## config.mk

```make
export PLATFORM = sky130hd
export DESIGN_NAME = ring_rr_arbiter
export DESIGN_NICKNAME = d
export VERILOG_FILES = /design/src/rtl/ring_rr_arbiter.sv
export SDC_FILE = /design/constraint.sdc
export NUM_CORES = 1
export LEC_CHECK = 0
export ABC_AREA = 1
export ABC_CLOCK_PERIOD_IN_PS = 1500
export CAP_MARGIN = 10
export CORE_UTILIZATION = 46
export DETAILED_ROUTE_END_ITERATION = 8
export GPL_TIMING_DRIVEN = 0
export PLACE_DENSITY = 0.74
export SLEW_MARGIN = 20
export SYNTH_ARGS = -nofsm -noshare
export SYNTH_HDL_FRONTEND = slang
export SYNTH_SLANG_ARGS = --single-unit
```

## constraint.sdc

```tcl
create_clock -name CLK -period 1.5 [get_ports CLK]
set_input_delay 0.3 -clock CLK [delete_from_list [all_inputs] [get_ports CLK]]
set_output_delay 0.3 -clock CLK [all_outputs]
set_load 0.1 [all_outputs]
```

## src/rtl/ring_rr_arbiter.sv

```systemverilog
// Round-robin arbiter with a one-hot rotating priority pointer, bounded grant hold
// and a mandatory idle turnaround cycle between grants.
module ring_rr_arbiter #(
    parameter int unsigned N        = 4,
    parameter int unsigned MAX_HOLD = 8,
    parameter int unsigned IDW      = 2
) (
    input  logic           CLK,
    input  logic           RST_N,
    input  logic           ENABLE,
    input  logic [N-1:0]   REQ,
    input  logic           DONE,
    output logic [N-1:0]   GNT,
    output logic           GNT_VALID,
    output logic [IDW-1:0] GNT_ID,
    output logic [N-1:0]   PTR,
    output logic           TIMEOUT
);

    localparam int unsigned CW = $clog2(MAX_HOLD) + 1;

    localparam logic [0:0] IDLE = 1'b0;
    localparam logic [0:0] BUSY = 1'b1;

    logic [0:0]     state_q, state_d;
    logic [N-1:0]   gnt_q, gnt_d;
    logic           valid_q, valid_d;
    logic [IDW-1:0] id_q, id_d;
    logic [N-1:0]   ptr_q, ptr_d;
    logic           to_q, to_d;
    logic [CW-1:0]  cnt_q, cnt_d;

    logic [IDW-1:0] ptr_idx;
    logic [IDW-1:0] win_idx;
    logic [N-1:0]   win_oh;
    logic           win_found;
    logic           rel_done, rel_wd, rel_to;
    int             j;

    // First requester at or after the pointer, wrapping from N-1 back to 0.
    always_comb begin
        ptr_idx   = '0;
        win_idx   = '0;
        win_found = 1'b0;
        win_oh    = '0;
        j         = 0;
        for (int i = 0; i < int'(N); i++) begin
            if (ptr_q[i]) ptr_idx = IDW'(i);
        end
        for (int k = 0; k < int'(N); k++) begin
            j = int'(ptr_idx) + k;
            if (j >= int'(N)) j = j - int'(N);
            if (!win_found && REQ[IDW'(j)]) begin
                win_found = 1'b1;
                win_idx   = IDW'(j);
            end
        end
        win_oh[win_idx] = 1'b1;
    end

    assign rel_done = DONE;
    assign rel_wd   = !REQ[id_q];
    assign rel_to   = (cnt_q == CW'(MAX_HOLD));

    // Next-state and registered-output computation.
    always_comb begin
        state_d = state_q;
        gnt_d   = gnt_q;
        valid_d = valid_q;
        id_d    = id_q;
        ptr_d   = ptr_q;
        to_d    = 1'b0;
        cnt_d   = cnt_q;
        case (state_q)
            IDLE: begin
                if (ENABLE && win_found) begin
                    gnt_d   = win_oh;
                    valid_d = 1'b1;
                    id_d    = win_idx;
                    cnt_d   = CW'(1);
                    state_d = BUSY;
                end
            end
            BUSY: begin
                if (rel_done || rel_wd || rel_to) begin
                    gnt_d   = '0;
                    valid_d = 1'b0;
                    ptr_d   = {gnt_q[N-2:0], gnt_q[N-1]};
                    to_d    = rel_to && !rel_done && !rel_wd;
                    cnt_d   = '0;
                    state_d = IDLE;
                end else if (cnt_q != CW'(MAX_HOLD)) begin
                    cnt_d = cnt_q + CW'(1);
                end
            end
            default: state_d = IDLE;
        endcase
    end

    always_ff @(posedge CLK or negedge RST_N) begin
        if (!RST_N) begin
            state_q <= IDLE;
            gnt_q   <= '0;
            valid_q <= 1'b0;
            id_q    <= '0;
            ptr_q   <= N'(1);
            to_q    <= 1'b0;
            cnt_q   <= '0;
        end else begin
            state_q <= state_d;
            gnt_q   <= gnt_d;
            valid_q <= valid_d;
            id_q    <= id_d;
            ptr_q   <= ptr_d;
            to_q    <= to_d;
            cnt_q   <= cnt_d;
        end
    end

    assign GNT       = gnt_q;
    assign GNT_VALID = valid_q;
    assign GNT_ID    = id_q;
    assign PTR       = ptr_q;
    assign TIMEOUT   = to_q;

endmodule
```

Word level (Yosys, flattened, before mapping) --
Cells that the tools add are included. Widths: inputs -> output; s select.
Cells by class: $add $sub $neg 8, multipliers 0, divide/modulo/power cells 0, order comparisons 11, eq/ne operators 5, shift operators 0, muxes and demuxes 46, bitwise gates (word level) 1, reductions and logical operators 18
Operators with widths (count):
- $mux 1 | 21
- $mux 2 | 10
- $mux 4 | 5
- $lt 2x4->1 const B | 4
- $pmux 4 s2 | 2
- $bmux 1 s2 | 5
- $ge 3x3->1 const B | 3
- $reduce_and 2->1 | 4
- $sub 2x1->2 const B | 4
- $logic_and 1x1->1 | 7
- $add 2x2->3 const B | 2
- $lt 2x3->1 const B | 2
- $logic_not 1->1 | 5
- $add 4x1->4 const B | 1
- $eq 4x4->1 const B | 1
- $ne 4x4->1 const B | 1
- $pmux 1 s2 | 2
- $add 2x1->3 const B | 1
- $ge 2x3->1 const B | 1
- $ne 3x1->1 const B | 1
- $demux 1 s2 | 1
- $ge 2x1->1 const B | 1
- $logic_or 1x1->1 | 2
- $ne 2x1->1 const B | 1
- 2 further kinds | 2
Word-level totals: register bits 17, bits in latches 0, memory bits (writable) 0, bits in read-only memories 0, input bits 8, output and inout port bits 12, word-level logic and storage cells 96, memories 0

Longest topological paths before layout --
word-level depth 24, mapped depth 13, mapped depth without buffers 13

Worst setup path after synthesis --
Ideal clock, no wire load.
path kind flip-flop to flip-flop, start point reg ptr_q[3] (netlist: PTR[3]), end point reg gnt_q[0] (netlist: GNT[0]), library setup time 0.120 ns, arrival time 2.012 ns, required time 1.380 ns, slack -0.632 ns, stages on the path, launching flop included 13, path buffers 1, clock period less this slack 2.132 ns, cells stage by stage dfrtp_1 -> inv_1 -> buf_4 -> nand2_4 -> nand2_1 -> nand2_1 -> nor2_4 -> nand3_2 -> nand2_1 -> nand2_2 -> nand2_4 -> nand2_1 -> nand2_1
On the way: word-level cells in the longest chain between the ends 22, elaborated cells on any way between the ends 52, those cells by class 7 x add/sub; 6 x order compare; 1 x eq/ne; 29 x mux; 9 x reduce/logical
RTL lines:
- from (decl) | RTL line 29 | logic [N-1:0] ptr_q, ptr_d;
- from (signal assigned) | RTL line 114 | ptr_q <= ptr_d;
- $mux 2 * | RTL line 48 | if (ptr_q[i]) ptr_idx = IDW'(i);
- parallel branches: the longest is 21 deep, another holds $add 2x1->3
- to (signal assigned) | RTL line 111 | gnt_q <= gnt_d;
- to (decl) | RTL line 26 | logic [N-1:0] gnt_q, gnt_d;
Every way passes the cells marked *. The select of a mux whose other input is x is not followed. A chain may end at the register's enable or synchronous reset.

Worst setup path in the final report --
start point reg ptr_q[2] (netlist: PTR[2]), end point reg gnt_q[0] (netlist: GNT[0])
On the way: word-level cells in the longest chain between the ends 23, elaborated cells on any way between the ends 53, those cells by class 7 x add/sub; 6 x order compare; 1 x eq/ne; 30 x mux; 9 x reduce/logical
RTL lines (RTL line):
- $mux 2 * (2 in series) | 48
- parallel branches: the longest is 21 deep, another holds $add 2x1->3
Marked as above.

==> impl_metrics.json <==
{
  "grt_pass1_wl_um": 5960,
  "antenna_found_initial": 0,
  "yosysUniqueCellTypes": 23,
  "cp-startpoint": "PTR[2]",
  "synth_cells": 156,
  "outcome": "finished, violations left",
  "synthToLayoutAreaGrowth_pct": 67.7,
  "final_cell_mix": "28 x nand2_1, 15 x inv_1, 15 x nand2_2, 14 x nand3_1",
  "endpoint": "GNT[0]",
  "synth_sequential_area_ratio_pct": 38.8,
  "setup_slack_ns": -0.287,
  "final_nets": 207,
  "place_area_sq_um": 1380,
  "cts.clk_slew.worst_paths_ns": 0.10,
  "critPathMaxFanout": 5,
  "cts-htree-levels": 1,
  "wire_per_inst_um": 18.6,
  "drc": 0,
  "ios": 20,
  "core_area_sq_um": 2230,
  "syn_area_per_cell_sq_um": 7.05,
  "die_area_sq_um": 2590,
  "reg2reg_to": "GNT[0]",
  "clock_path_buffers": 2,
  "start_util_pct": 49.2,
  "maxSlewViolCount": 0,
  "slew_headroom_pct": 47.2,
  "drive_gt1_share_pct": 52.0,
  "clockRootBuffer": "clkbuf_4",
  "yosys-top-cells-area": "dfrtp_1 36%, nand2_1 17%, nand3_1 14%",
  "max_slew.worst_pin.slew_ns": 0.789,
  "violations": "negative setup slack",
  "synthFlopType": "dfrtp_1",
  "synth-seq-cells": 17,
  "worstPathCellList": "inv_6, nand2_8, nand2_8, nand2_4, nand3_4, nand2_2, nor2_2, nand2_2, nand2_2, nand2_2, nor2_2, nand2_1, nand2_1",
  "first_iter_violations": 38,
  "synth_top_area_cell": "dfrtp_1",
  "setup_viol": 13,
  "seq_area_sq_um": 445,
  "final_cell_area_sq_um": 1840,
  "final.fill_count": 139,
  "cpMaxStageDelayCell": "dfrtp_4",
  "finClkSkew_ns": 0.00766,
  "fp-row-count": 17,
  "worstPathRequired_ns": 1.74,
  "arrival_ns": 2.02,
  "place.gp.congestion": 0.803,
  "multi_input_area_sq_um": 913,
  "gr-total-overflow": 0,
  "rr_worst_depth": 13,
  "firstDrtPassIters": 4,
  "crit_top_cell": "nand2_2",
  "reg2reg_setup_slack_ns": -0.29,
  "vias": 1278,
  "setup.worst_path.class": "reg -> reg",
  "grt_use_total_pct": 32.1,
  "portBuffers": 19,
  "fin_crit_sh_pct": 119,
  "grt_max_degree": 18,
  "n_antenna_cell": 0,
  "async_flop_share_pct": 100,
  "layout_commonest_cell": "nand2_1",
  "viasPerCell": 5.71,
  "tritoncts": "built",
  "fin_crit_ns": 1.79,
  "clock_latency_ns": 0.30,
  "crit_path_start_kind": "register",
  "die_w_um": 50.9,
  "drtAntennaViolNets": 0,
  "fmaxAchievable_ghz": 0.560,
  "cp_slowest_stage_delay_ns": 0.55,
  "final_hold_viol_count": 0,
  "clkSinkCount": 17,
  "dpl.hpwl_um": 2050,
  "dp_cells": 203,
  "yosysWarnings": 0,
  "final_cells": 224,
  "whs_ns": 0.451,
  "cp-end-kind": "register",
  "r2r_start": "PTR[2]",
  "first_global_vias": 1244,
  "totalWireLength_um": 4170,
  "hold_class": "in -> async",
  "dieHeight_um": 50.9,
  "cts_buffers": 3,
  "netlist_area_sq_um": 1100,
  "synth_top_area_share_pct": 36.4,
  "syn_nets": 166,
  "synth_edf_count": 0,
  "maxCapViolCount": 0,
  "rsz0062_at_grt": "true"
}
Yosys cell counts, types with 2 or more instances:
master	n
nor2_1	5
dfrtp_1	16
o21ai_1	2
nand2_1	51
nand3_1	31
nand2_4	3
a21oi_1	4
nand2_2	2
nand3_2	2
inv_1	20
ha_1	2
o21ai_0	5
nand4_1	2
inv_2	2
cells by family after synthesis:
| kind of cell | count (synthesis) | synth area share (%) |
|---|---|---|
| AO/OA/AOI/OAI | 14 | 7.05 |
| XOR/XNOR | 2 | 1.59 |
| adder cells (fa/ha/maj) | 2 | 2.27 |
| buffers and inverters | 23 | 8.19 |
| flip-flops | 17 | 38.8 |
| AND/OR/NAND/NOR | 98 | 42.1 |
routing by layer:
layer / part of all wire (%) / vias to the layer above / track usage (%) / routed length (um)
met1: 40 / 618 / 36.8 / 1650
met5: 0 / - / 0 / 0
met3: 4.5 / 21 / 4.17 / 186
met2: 52 / 50 / 56.7 / 2150
met4: 4.5 / 0 / 19.0 / 186
li1: - / 589 / - / -
critical path, delay by kind of cell, from the launching register on:
kind          cells  cell delay (ns)
simple gates     12             1.07
flops             1             0.55
buf+inv           1             0.11
registers in the layout, indices dropped and copies added, names as in the netlist:
signal     flops
GNT_VALID      1
cnt_q          4
TIMEOUT        1
PTR            4
GNT            4
state_q        1
GNT_ID         2
stage by stage:
stage	setup WS (ns)	setup TNS (ns)	utilization [%]
finish	-0.287	-2.45	82.6
global route	-0.325	-3.18	82.6
CTS	-0.189	-1.84	76.7
detailed placement	-0.437	-9.59	62.0
global placement	-0.433	-9.17	62.0
floorplan	-0.191	-1.72	-
layout make-up:
type                            count  area share, %
Inverter                           22           5.16
Multi-Input combinational cell    118           49.5
Tap cell                           28           1.90
Buffer                              1          0.814
Clock buffer                        4           1.42
Sequential cell                    17           24.2
Timing Repair Buffer               34           17.0
worst min-delay path by stage:
stage,startpoint,end,slack [ns],cells after the start
2_1_floorplan,RST_N,GNT[0],0.004,0
3_3_place_gp,GNT_VALID,GNT_VALID,0.46,2
3_5_place_dp,PTR[0],PTR[0],0.46,2
4_1_cts,RST_N,GNT[0],0.47,1
5_1_grt,RST_N,cnt_q[1],0.51,1
6_report,RST_N,cnt_q[1],0.45,1
timing repair:
action	in CTS	in global routing
gates resized for setup	108	38
hold buffers	0	0
gates cloned	3	0
setup endpoints to repair	27	20
pin swaps	20	12
setup buffers	12	2
Power is not shown: default switching activity piles up to over one toggle a cycle in this logic, so the estimate is an artifact.
